## src/rtl/clk_period_meter_pkg.sv

```systemverilog
// Shared types and helpers for the clock period meter.
// Holds the measurement FSM state encoding and the counter ceiling helper.
package clk_period_meter_pkg;

    typedef enum logic [1:0] {
        IDLE,
        ARM,
        MEASURE,
        TIMED_OUT
    } state_t;

    // All-ones value of a width-bit counter; callers cast the result down to their width.
    function automatic logic [63:0] cnt_max(input int unsigned width);
        if (width >= 64) begin
            return '1;
        end
        return (64'd1 << width) - 64'd1;
    endfunction

endpackage

```

## src/rtl/sync_edge_det.sv

```systemverilog
// Multi-flop synchroniser for an asynchronous level, with registered rise/fall detect.
// Everything is reset to 0 asynchronously and runs every cycle.
module sync_edge_det #(
    parameter int unsigned SYNC_STAGES = 2
) (
    input  logic clk,
    input  logic nrst,
    input  logic d,
    output logic level,
    output logic rise,
    output logic fall
);

    logic [SYNC_STAGES-1:0] sync_q;
    logic                   level_dly_q;

    always_ff @(posedge clk or negedge nrst) begin
        if (!nrst) begin
            sync_q      <= '0;
            level_dly_q <= 1'b0;
        end else begin
            sync_q      <= {sync_q[SYNC_STAGES-2:0], d};
            level_dly_q <= sync_q[SYNC_STAGES-1];
        end
    end

    assign level = sync_q[SYNC_STAGES-1];
    assign rise  = level & ~level_dly_q;
    assign fall  = ~level & level_dly_q;

endmodule

```

## src/rtl/clk_period_meter.sv

```systemverilog
// Measures period and high time of a slow signal in main-clock cycles.
// Each finished rising-to-rising interval is published with a one-cycle valid pulse.
module clk_period_meter
    import clk_period_meter_pkg::*;
#(
    parameter int unsigned WIDTH          = 32,
    parameter int unsigned SYNC_STAGES    = 2,
    parameter int unsigned TIMEOUT_CYCLES = 0
) (
    input  logic             clk,
    input  logic             nrst,
    input  logic             ena,
    input  logic             sig_in,
    output logic [WIDTH-1:0] period,
    output logic [WIDTH-1:0] high_time,
    output logic             valid,
    output logic             overflow,
    output logic             timeout
);

    localparam logic [WIDTH-1:0] CNT_MAX = WIDTH'(cnt_max(WIDTH));
    localparam bit               TO_EN   = (TIMEOUT_CYCLES != 0);
    localparam logic [WIDTH-1:0] TO_LAST = TO_EN ? WIDTH'(TIMEOUT_CYCLES - 1) : '0;

    logic s, rise, fall;

    sync_edge_det #(
        .SYNC_STAGES(SYNC_STAGES)
    ) u_sync (
        .clk  (clk),
        .nrst (nrst),
        .d    (sig_in),
        .level(s),
        .rise (rise),
        .fall (fall)
    );

    state_t           state_q, state_d;
    logic [WIDTH-1:0] cnt_q, cnt_d;
    logic [WIDTH-1:0] hi_cnt_q, hi_cnt_d;
    logic [WIDTH-1:0] hi_hold_q, hi_hold_d;
    logic             sat_q, sat_d;
    logic [WIDTH-1:0] period_q, period_d;
    logic [WIDTH-1:0] high_time_q, high_time_d;
    logic             valid_q, valid_d;
    logic             overflow_q, overflow_d;
    logic             timeout_q, timeout_d;

    logic [WIDTH-1:0] cnt_inc, hi_inc;
    logic             cnt_at_max;

    always_comb begin
        cnt_at_max = (cnt_q == CNT_MAX);
        cnt_inc    = cnt_at_max ? CNT_MAX : cnt_q + WIDTH'(1);
        hi_inc     = (hi_cnt_q == CNT_MAX) ? CNT_MAX : hi_cnt_q + WIDTH'(1);
    end

    always_comb begin
        state_d     = state_q;
        cnt_d       = cnt_q;
        hi_cnt_d    = hi_cnt_q;
        hi_hold_d   = hi_hold_q;
        sat_d       = sat_q;
        period_d    = period_q;
        high_time_d = high_time_q;
        valid_d     = 1'b0;
        overflow_d  = overflow_q;
        timeout_d   = timeout_q;

        if (!ena) begin
            // Drop any partial measurement; published results keep their values.
            state_d   = IDLE;
            cnt_d     = '0;
            hi_cnt_d  = '0;
            hi_hold_d = CNT_MAX;
            sat_d     = 1'b0;
        end else begin
            unique case (state_q)
                IDLE: begin
                    cnt_d     = '0;
                    hi_cnt_d  = '0;
                    hi_hold_d = CNT_MAX;
                    sat_d     = 1'b0;
                    state_d   = ARM;
                end
                ARM, TIMED_OUT: begin
                    if (rise) begin
                        cnt_d     = '0;
                        hi_cnt_d  = '0;
                        hi_hold_d = CNT_MAX;
                        sat_d     = 1'b0;
                        state_d   = MEASURE;
                    end
                end
                MEASURE: begin
                    if (rise) begin
                        period_d    = cnt_inc;
                        high_time_d = hi_hold_q;
                        overflow_d  = sat_q | cnt_at_max;
                        valid_d     = 1'b1;
                        timeout_d   = 1'b0;
                        cnt_d       = '0;
                        hi_cnt_d    = '0;
                        hi_hold_d   = CNT_MAX;
                        sat_d       = 1'b0;
                    end else begin
                        cnt_d = cnt_inc;
                        sat_d = sat_q | cnt_at_max;
                        if (s) begin
                            hi_cnt_d = hi_inc;
                        end
                        if (fall) begin
                            hi_hold_d = hi_inc;
                        end
                        if (TO_EN && (cnt_q == TO_LAST)) begin
                            state_d   = TIMED_OUT;
                            timeout_d = 1'b1;
                        end
                    end
                end
                default: state_d = IDLE;
            endcase
        end
    end

    always_ff @(posedge clk or negedge nrst) begin
        if (!nrst) begin
            state_q     <= IDLE;
            cnt_q       <= '0;
            hi_cnt_q    <= '0;
            hi_hold_q   <= '0;
            sat_q       <= 1'b0;
            period_q    <= '0;
            high_time_q <= '0;
            valid_q     <= 1'b0;
            overflow_q  <= 1'b0;
            timeout_q   <= 1'b0;
        end else begin
            state_q     <= state_d;
            cnt_q       <= cnt_d;
            hi_cnt_q    <= hi_cnt_d;
            hi_hold_q   <= hi_hold_d;
            sat_q       <= sat_d;
            period_q    <= period_d;
            high_time_q <= high_time_d;
            valid_q     <= valid_d;
            overflow_q  <= overflow_d;
            timeout_q   <= timeout_d;
        end
    end

    assign period    = period_q;
    assign high_time = high_time_q;
    assign valid     = valid_q;
    assign overflow  = overflow_q;
    assign timeout   = timeout_q;

endmodule

```

## config.mk

```make
export PLATFORM = sky130hd
export DESIGN_NAME = clk_period_meter
export DESIGN_NICKNAME = d
export VERILOG_FILES = /design/src/rtl/clk_period_meter_pkg.sv /design/src/rtl/sync_edge_det.sv /design/src/rtl/clk_period_meter.sv
export SDC_FILE = /design/constraint.sdc
export NUM_CORES = 1
export LEC_CHECK = 0
export BUFFER_PORTS_ARGS = -buffer_cell sky130_fd_sc_hd__buf_4
export CAP_MARGIN = 10
export CORE_AREA = 2 2 170 172
export CTS_CLUSTER_SIZE = 16
export DETAILED_ROUTE_END_ITERATION = 7
export DIE_AREA = 0 0 172 174
export GPL_ROUTABILITY_DRIVEN = 0
export PLACE_DENSITY = 0.44
export SYNTH_ARGS = -nofsm -noshare
export SYNTH_HDL_FRONTEND = slang
export SYNTH_SLANG_ARGS = --single-unit
export TNS_END_PERCENT = 50
```

## constraint.sdc

```tcl
create_clock -name clk -period 6.4 [get_ports clk]
set_clock_uncertainty 0.15 [all_clocks]
set_input_delay 1.28 -clock clk [delete_from_list [all_inputs] [get_ports clk]]
set_output_delay 1.28 -clock clk [all_outputs]
set_load 0.02 [all_outputs]
```

# Word level (Yosys, flattened, before mapping)
# Cells that the tools add are included.
dict set report word_totals {
  regBits 168
  out_inout_bits 67
  elab_cells 58
}
dict set report classes {
  addsub 2
  eq_ne 9
  mux 25
  bitwise_logic 5
  n_reduce_logical 6
}
# operator n
set op_table {}
lappend op_table {{2-to-1 mux 32 bit} 12}
lappend op_table {{one-hot mux 32 bit (3 select lines)} 3}
lappend op_table {{adder 32 x 1 -> 32 bit, second input constant} 2}
lappend op_table {{== test 32 bit, second input constant} 2}
lappend op_table {{2-to-1 mux 1 bit} 6}
lappend op_table {{AND reduction 2 bit} 3}
lappend op_table {{== test 2 bit, second input constant} 2}
lappend op_table {{2-to-1 mux 2 bit} 2}
lappend op_table {{!= test 4 x 3 -> 1 bit, second input constant} 1}
lappend op_table {{!= test 4 bit, second input constant} 1}
lappend op_table {{one-hot mux 2 bit (2 select lines)} 1}
lappend op_table {{!= test 3 x 1 -> 1 bit, second input constant} 1}
lappend op_table {{!= test 3 bit, second input constant} 1}
lappend op_table {{one-hot mux 1 bit (3 select lines)} 1}
lappend op_table {{AND reduction 3 bit} 1}
lappend op_table {{bitwise AND 1 bit} 2}
lappend op_table {{== test 2 x 1 -> 1 bit, second input constant} 1}
lappend op_table {{logical NOT 2 bit} 1}
lappend op_table {{inverter 1 bit} 2}
lappend op_table {{OR reduction 2 bit} 1}
lappend op_table {{bitwise OR 1 bit} 1}

# Depth between registers and ports, before layout
dict set report logic_depth {
  ltp_word 6
  mapped_depth 8
  mapped_depth_nobuf 6
}

# Hierarchy
# A second synthesis with hierarchy kept.
dict set report hier_totals {
  cells_unflattened 939
  hier_area_um2 8329.2
}
# mod instances cells_per_inst area_per_inst_um2 seq_area_each_um2
set by_module_without_submodules {}
lappend by_module_without_submodules {clk_period_meter 1 934 8239.2 4129.0}
lappend by_module_without_submodules {sync_edge_det 1 5 90.1 75.1}

# Least setup slack after synthesis
# Ideal clock, no wire load.
dict set report synth_timing {
  path_type {input to register}
  startpoint {input port ena}
  endpoint {register hi_hold_q[22]}
  arrival_time_ps 2253
  setup_slack_ps 3864
  path_stages 6
  n_path_buf 1
  cell_sequence {nand3b_1 > nor2_1 > a21oi_1 > clkbuf_1 > nor2_1 > a21oi_2}
}
dict set report synth_via {
  elab_chain_len 2
  elab_cells_between_ends 4
  classes_between {2 x eq/ne; 1 x mux; 1 x reduce/logical}
}
# element line_no
set synth_rtl {}
lappend synth_rtl {{from (decl)} clk_period_meter.sv:12} ;# input logic ena,
lappend synth_rtl {{!= test 4 bit (no line) or != test 3 bit (tied branches)} n/a}
lappend synth_rtl {{AND reduction 2 bit (no line)} n/a}
lappend synth_rtl {{to (signal assigned)} clk_period_meter.sv:142} ;# hi_hold_q <= hi_hold_d;
lappend synth_rtl {{to (decl)} clk_period_meter.sv:41} ;# logic [WIDTH-1:0] hi_hold_q, hi_hold_d;
# Parallel ways exist; a longest one is shown, timed or not.
# A chain may end at the register's enable or synchronous reset.

# Worst setup path after layout
dict set report layout_timing {
  startpoint {register hi_cnt_q[0]}
  endpoint {register hi_hold_q[31]}
}
dict set report layout_via {
  elab_chain_len 6
  elab_cells_between_ends 7
  classes_between {1 x add/sub; 1 x eq/ne; 5 x mux}
}
# element line_no
set layout_rtl {}
lappend layout_rtl {{from (decl)} clk_period_meter.sv:40} ;# logic [WIDTH-1:0] hi_cnt_q, hi_cnt_d;
lappend layout_rtl {{from (signal assigned)} clk_period_meter.sv:141} ;# hi_cnt_q <= hi_cnt_d;
lappend layout_rtl {{adder 32 x 1 -> 32 bit or == test 32 bit (tied branches)} clk_period_meter.sv:55} ;# hi_inc = (hi_cnt_q == CNT_MAX) ? CNT_MAX : hi_cnt_q + WIDTH'(1);
lappend layout_rtl {{2-to-1 mux 32 bit *} clk_period_meter.sv:55}
lappend layout_rtl {{2-to-1 mux 32 bit *} clk_period_meter.sv:112} ;# if (fall) begin
lappend layout_rtl {{2-to-1 mux 32 bit *} clk_period_meter.sv:96} ;# if (rise) begin
lappend layout_rtl {{one-hot mux 32 bit (3 select lines) *} clk_period_meter.sv:78} ;# unique case (state_q)
lappend layout_rtl {{2-to-1 mux 32 bit *} clk_period_meter.sv:70} ;# if (!ena) begin
# Mark *: on every way between the ends. The rest lies on a longest branch, timed or not. The select of a mux whose other input is x is not followed.

==> impl_metrics.prom <==
# TYPE chip_impl_metric gauge
chip_impl_metric{name="synthesized_area",unit="um^2"} 8314
chip_impl_metric{name="synth_fp_nets",unit=""} 915
chip_impl_metric{name="post_synth_and_or_nand_nor_area_fraction",unit="%"} 22.44
chip_impl_metric{name="h-tree-depth",unit=""} 4
chip_impl_metric{name="num_io_pins",unit=""} 71
chip_impl_metric{name="worst_ep_required_time",unit="ns"} 6.54
chip_impl_metric{name="maxCapViolCount",unit=""} 0
chip_impl_metric{name="grt_pass1_vias",unit=""} 6667
chip_impl_metric{name="grt_antenna_before_repair",unit=""} 0
chip_impl_info{name="cell_types_with_the_highest_counts_after_synthesis",value="dfrtp_1 (168), nand2_1 (143), nor2_1 (77)"} 1
chip_impl_metric{name="maxSlewHeadroom",unit="%"} 31.20
chip_impl_metric{name="dp_cells",unit=""} 1315
chip_impl_metric{name="detail_route.wirelength",unit="um"} 22820
chip_impl_metric{name="synth-adder-area-share",unit="%"} 0.3010
chip_impl_metric{name="crit_fanout",unit=""} 24
chip_impl_info{name="synth_flop_cell",value="dfrtp_1"} 1
chip_impl_metric{name="globalRouteTotalUtil",unit="%"} 15.87
chip_impl_info{name="timing.critical_path.to_type",value="flip-flop"} 1
chip_impl_metric{name="antenna_cells",unit=""} 0
chip_impl_metric{name="placementRows",unit=""} 62
chip_impl_info{name="synth_most_common_cell",value="dfrtp_1"} 1
chip_impl_metric{name="timing_worst_slew_pin_value",unit="ns"} 1.029
chip_impl_metric{name="dp.final_hpwl",unit="um"} 14760
chip_impl_metric{name="wl_per_cell",unit="um"} 16.94
chip_impl_metric{name="ys_seq_elements",unit=""} 168
chip_impl_metric{name="dp_slack",unit="ns"} 3.008
chip_impl_metric{name="setup-violations-final",unit=""} 0
chip_impl_metric{name="post-route-period-util",unit="%"} 47.30
chip_impl_metric{name="numPortBuffers",unit=""} 69
chip_impl_metric{name="synth_warnings",unit=""} 0
chip_impl_metric{name="insertion_delay",unit="ns"} 0.43
chip_impl_info{name="cts_root_buf",value="clkbuf_16"} 1
chip_impl_metric{name="placeableCoreArea",unit="um^2"} 28240
chip_impl_metric{name="count_of_nets_after_finishing",unit=""} 956
chip_impl_metric{name="route.detailed.drc",unit=""} 0
chip_impl_info{name="worstSetupStartpointType",value="flip-flop"} 1
chip_impl_metric{name="clkTransAtPathRegs",unit="ns"} 0.07
chip_impl_metric{name="slew_violations",unit=""} 0
chip_impl_metric{name="power_density",unit="nW/um^2"} 303.9
chip_impl_metric{name="design.die.area",unit="um^2"} 29930
chip_impl_metric{name="grt-ovfl-total",unit=""} 0
chip_impl_metric{name="synth_xor_area_share",unit="%"} 5.162
chip_impl_metric{name="cts-buffers-inserted",unit=""} 17
chip_impl_metric{name="period_needed",unit="ns"} 3.027
chip_impl_metric{name="syn_inst",unit=""} 909
chip_impl_info{name="worst_hold_path_class",value="flip-flop to flip-flop"} 1
chip_impl_metric{name="cts_setup_buffers",unit=""} 0
chip_impl_metric{name="fin_ws",unit="ns"} 3.373
chip_impl_metric{name="fin_total_pwr",unit="W"} 0.002967
chip_impl_metric{name="synth-edff-count",unit=""} 0
chip_impl_metric{name="holdBufCountCts",unit=""} 0
chip_impl_metric{name="fp.dieH",unit="um"} 174
chip_impl_metric{name="layout-drive-gt1-share",unit="%"} 14.95
chip_impl_metric{name="dr.first_iter.drc_count",unit=""} 452
chip_impl_metric{name="first_pass_grt_wire_length",unit="um"} 37490
chip_impl_metric{name="synth-compound-area-share",unit="%"} 16.90
chip_impl_info{name="synth_largest_area_cell",value="dfrtp_1"} 1
chip_impl_info{name="tritoncts",value="yes"} 1
chip_impl_metric{name="die_width",unit="um"} 172
chip_impl_metric{name="muxShareOfSynthArea",unit="%"} 0.2408
chip_impl_metric{name="postSynth.asyncResetShare",unit="%"} 100.0
chip_impl_metric{name="seq_area_frac_synth",unit="%"} 50.56
chip_impl_metric{name="p_leak",unit="nW"} 4.094
chip_impl_info{name="critPathKind",value="flip-flop to flip-flop"} 1
chip_impl_info{name="status",value="complete, no violations"} 1
chip_impl_metric{name="detail_route.first_pass.iterations",unit=""} 5
chip_impl_metric{name="synth_cell_types",unit=""} 66
chip_impl_metric{name="routed_via_density",unit=""} 5.030
chip_impl_metric{name="critPathArrivalTime",unit="ns"} 3.17
chip_impl_metric{name="num_vias",unit=""} 6775
chip_impl_metric{name="report.final.hold_viol_count",unit=""} 0
chip_impl_metric{name="finish.cell_count_without_fillers",unit=""} 1347
chip_impl_info{name="synth_top_family_by_area",value="simple AND/OR/NAND/NOR gates"} 1
chip_impl_metric{name="layout-area-overhead-vs-synth",unit="%"} 17.43
chip_impl_metric{name="cts.repair.resized",unit=""} 0
chip_impl_metric{name="vdd.ir_drop.worst",unit="V"} 0.0001453
chip_impl_metric{name="cts.path.max_buffers",unit=""} 2
chip_impl_info{name="netlist_top_cells_area",value="dfrtp_1 (51%), nand2_1 (6.5%), a21oi_1 (4.5%)"} 1
chip_impl_metric{name="syn-mean-instance-area",unit="um^2"} 9.147
chip_impl_metric{name="ant_nets",unit=""} 0
chip_impl_metric{name="starting_density",unit="%"} 29.44
chip_impl_info{name="setup_repair_after_global_routing_missed_its_margin",value="false"} 1
chip_impl_metric{name="max_clock_freq",unit="MHz"} 330.3
chip_impl_metric{name="grt_start_max_net_pins",unit=""} 89
chip_impl_metric{name="clkSinkCount",unit=""} 168
chip_impl_metric{name="yosys.area.top_type_share",unit="%"} 50.56
chip_impl_metric{name="fin_setup_tns",unit="ns"} 0
-- state kept, by name, summed over array words and instances, names as in the netlist --
| register | cells |
|---|---|
| cnt_q | 32 |
| hi_cnt_q | 32 |
| hi_hold_q | 32 |
| high_time | 32 |
| overflow | 1 |
| period | 32 |
| sat_q | 1 |
| state_q | 2 |
| u_sync.level_dly_q | 1 |
| u_sync.sync_q | 2 |
| valid | 1 |
-- final timing paths --
kind                                            startpoint                    endpoint  slack [ns]  cells past startpoint
min in group asynchronous                             nrst       period[6]$_DFFE_PN0P_        0.77                      1
worst min register to register  u_sync.sync_q[0]$_DFF_PN0_  u_sync.sync_q[1]$_DFF_PN0_        0.21                      0
worst max-delay path               hi_cnt_q[0]$_DFFE_PN0P_   hi_hold_q[31]$_DFFE_PN0P_        3.37                      7
worst min-delay path            u_sync.sync_q[0]$_DFF_PN0_  u_sync.sync_q[1]$_DFF_PN0_        0.21                      0
worst max register to register     hi_cnt_q[0]$_DFFE_PN0P_   hi_hold_q[31]$_DFFE_PN0P_        3.37                      7
max in group asynchronous                             nrst   high_time[31]$_DFFE_PN0P_        4.19                      2
-- through the flow --
step	instance area, um^2	hold slack [ns]	utilization [%]
finish	9763	0.2066	34.58
global route	9763	0.2122	34.58
CTS	9763	0.2078	34.58
detailed placement	9133	0.1918	32.34
global placement	9133	0.1855	32.34
floorplan	8314	0.1812	-
-- area by class of cell --
class,count,area [um^2]
clock inverter,12,163.9
inverter,13,48.80
timing repair buffer,83,626.9
clock buffer,20,466.7
fill,2994,18470
sequential,168,4204
multi-input combinational,667,3772
tap,384,480.5
-- power by group --
group	switching, W	total [W]	leakage [nW]	internal, W
Clock	0.000466	0.00112	0.308	0.000652
Sequential	0.0000785	0.00127	2.10	0.00119
Combinational	0.000342	0.000576	1.68	0.000234
-- worst max-delay path, cell delays in order (launching register included) --
cell     delay (ns)
dfrtp_1        0.46
ha_1           0.30
and3_1         0.31
nand4_1        0.48
nor3_1         0.15
nor3_2         0.50
buf_4          0.42
a31oi_1        0.12
-- cells in the final DEF, fill, tap and decap left out, drive strengths merged, types with 30 or more instances in the layout --
master  count
a21oi      76
a31oi      36
dfrtp     168
o21ai      65
nand4      30
nand2     144
xnor2      33
buf        83
nand3      33
nor2       77
-- cells by family after synthesis --
kind of cell,Yosys count
AO/OA/AOI/OAI,234
buffers and inverters,74
AND/OR/NAND/NOR,379
multiplexers,2
adder cells (fa/ha/maj),2
flip-flops,168
XOR/XNOR,49
other,1
-- per-layer routing --
layer  track usage [%]  wire length [um]  part of all wire, %
met1             22.75             11290                   49
met2             24.83             10510                   46
met4             3.992               257                  1.1
met3             2.709               760                  3.3
met5                 0                 0                    0
Power figures use the tool's default switching activity.
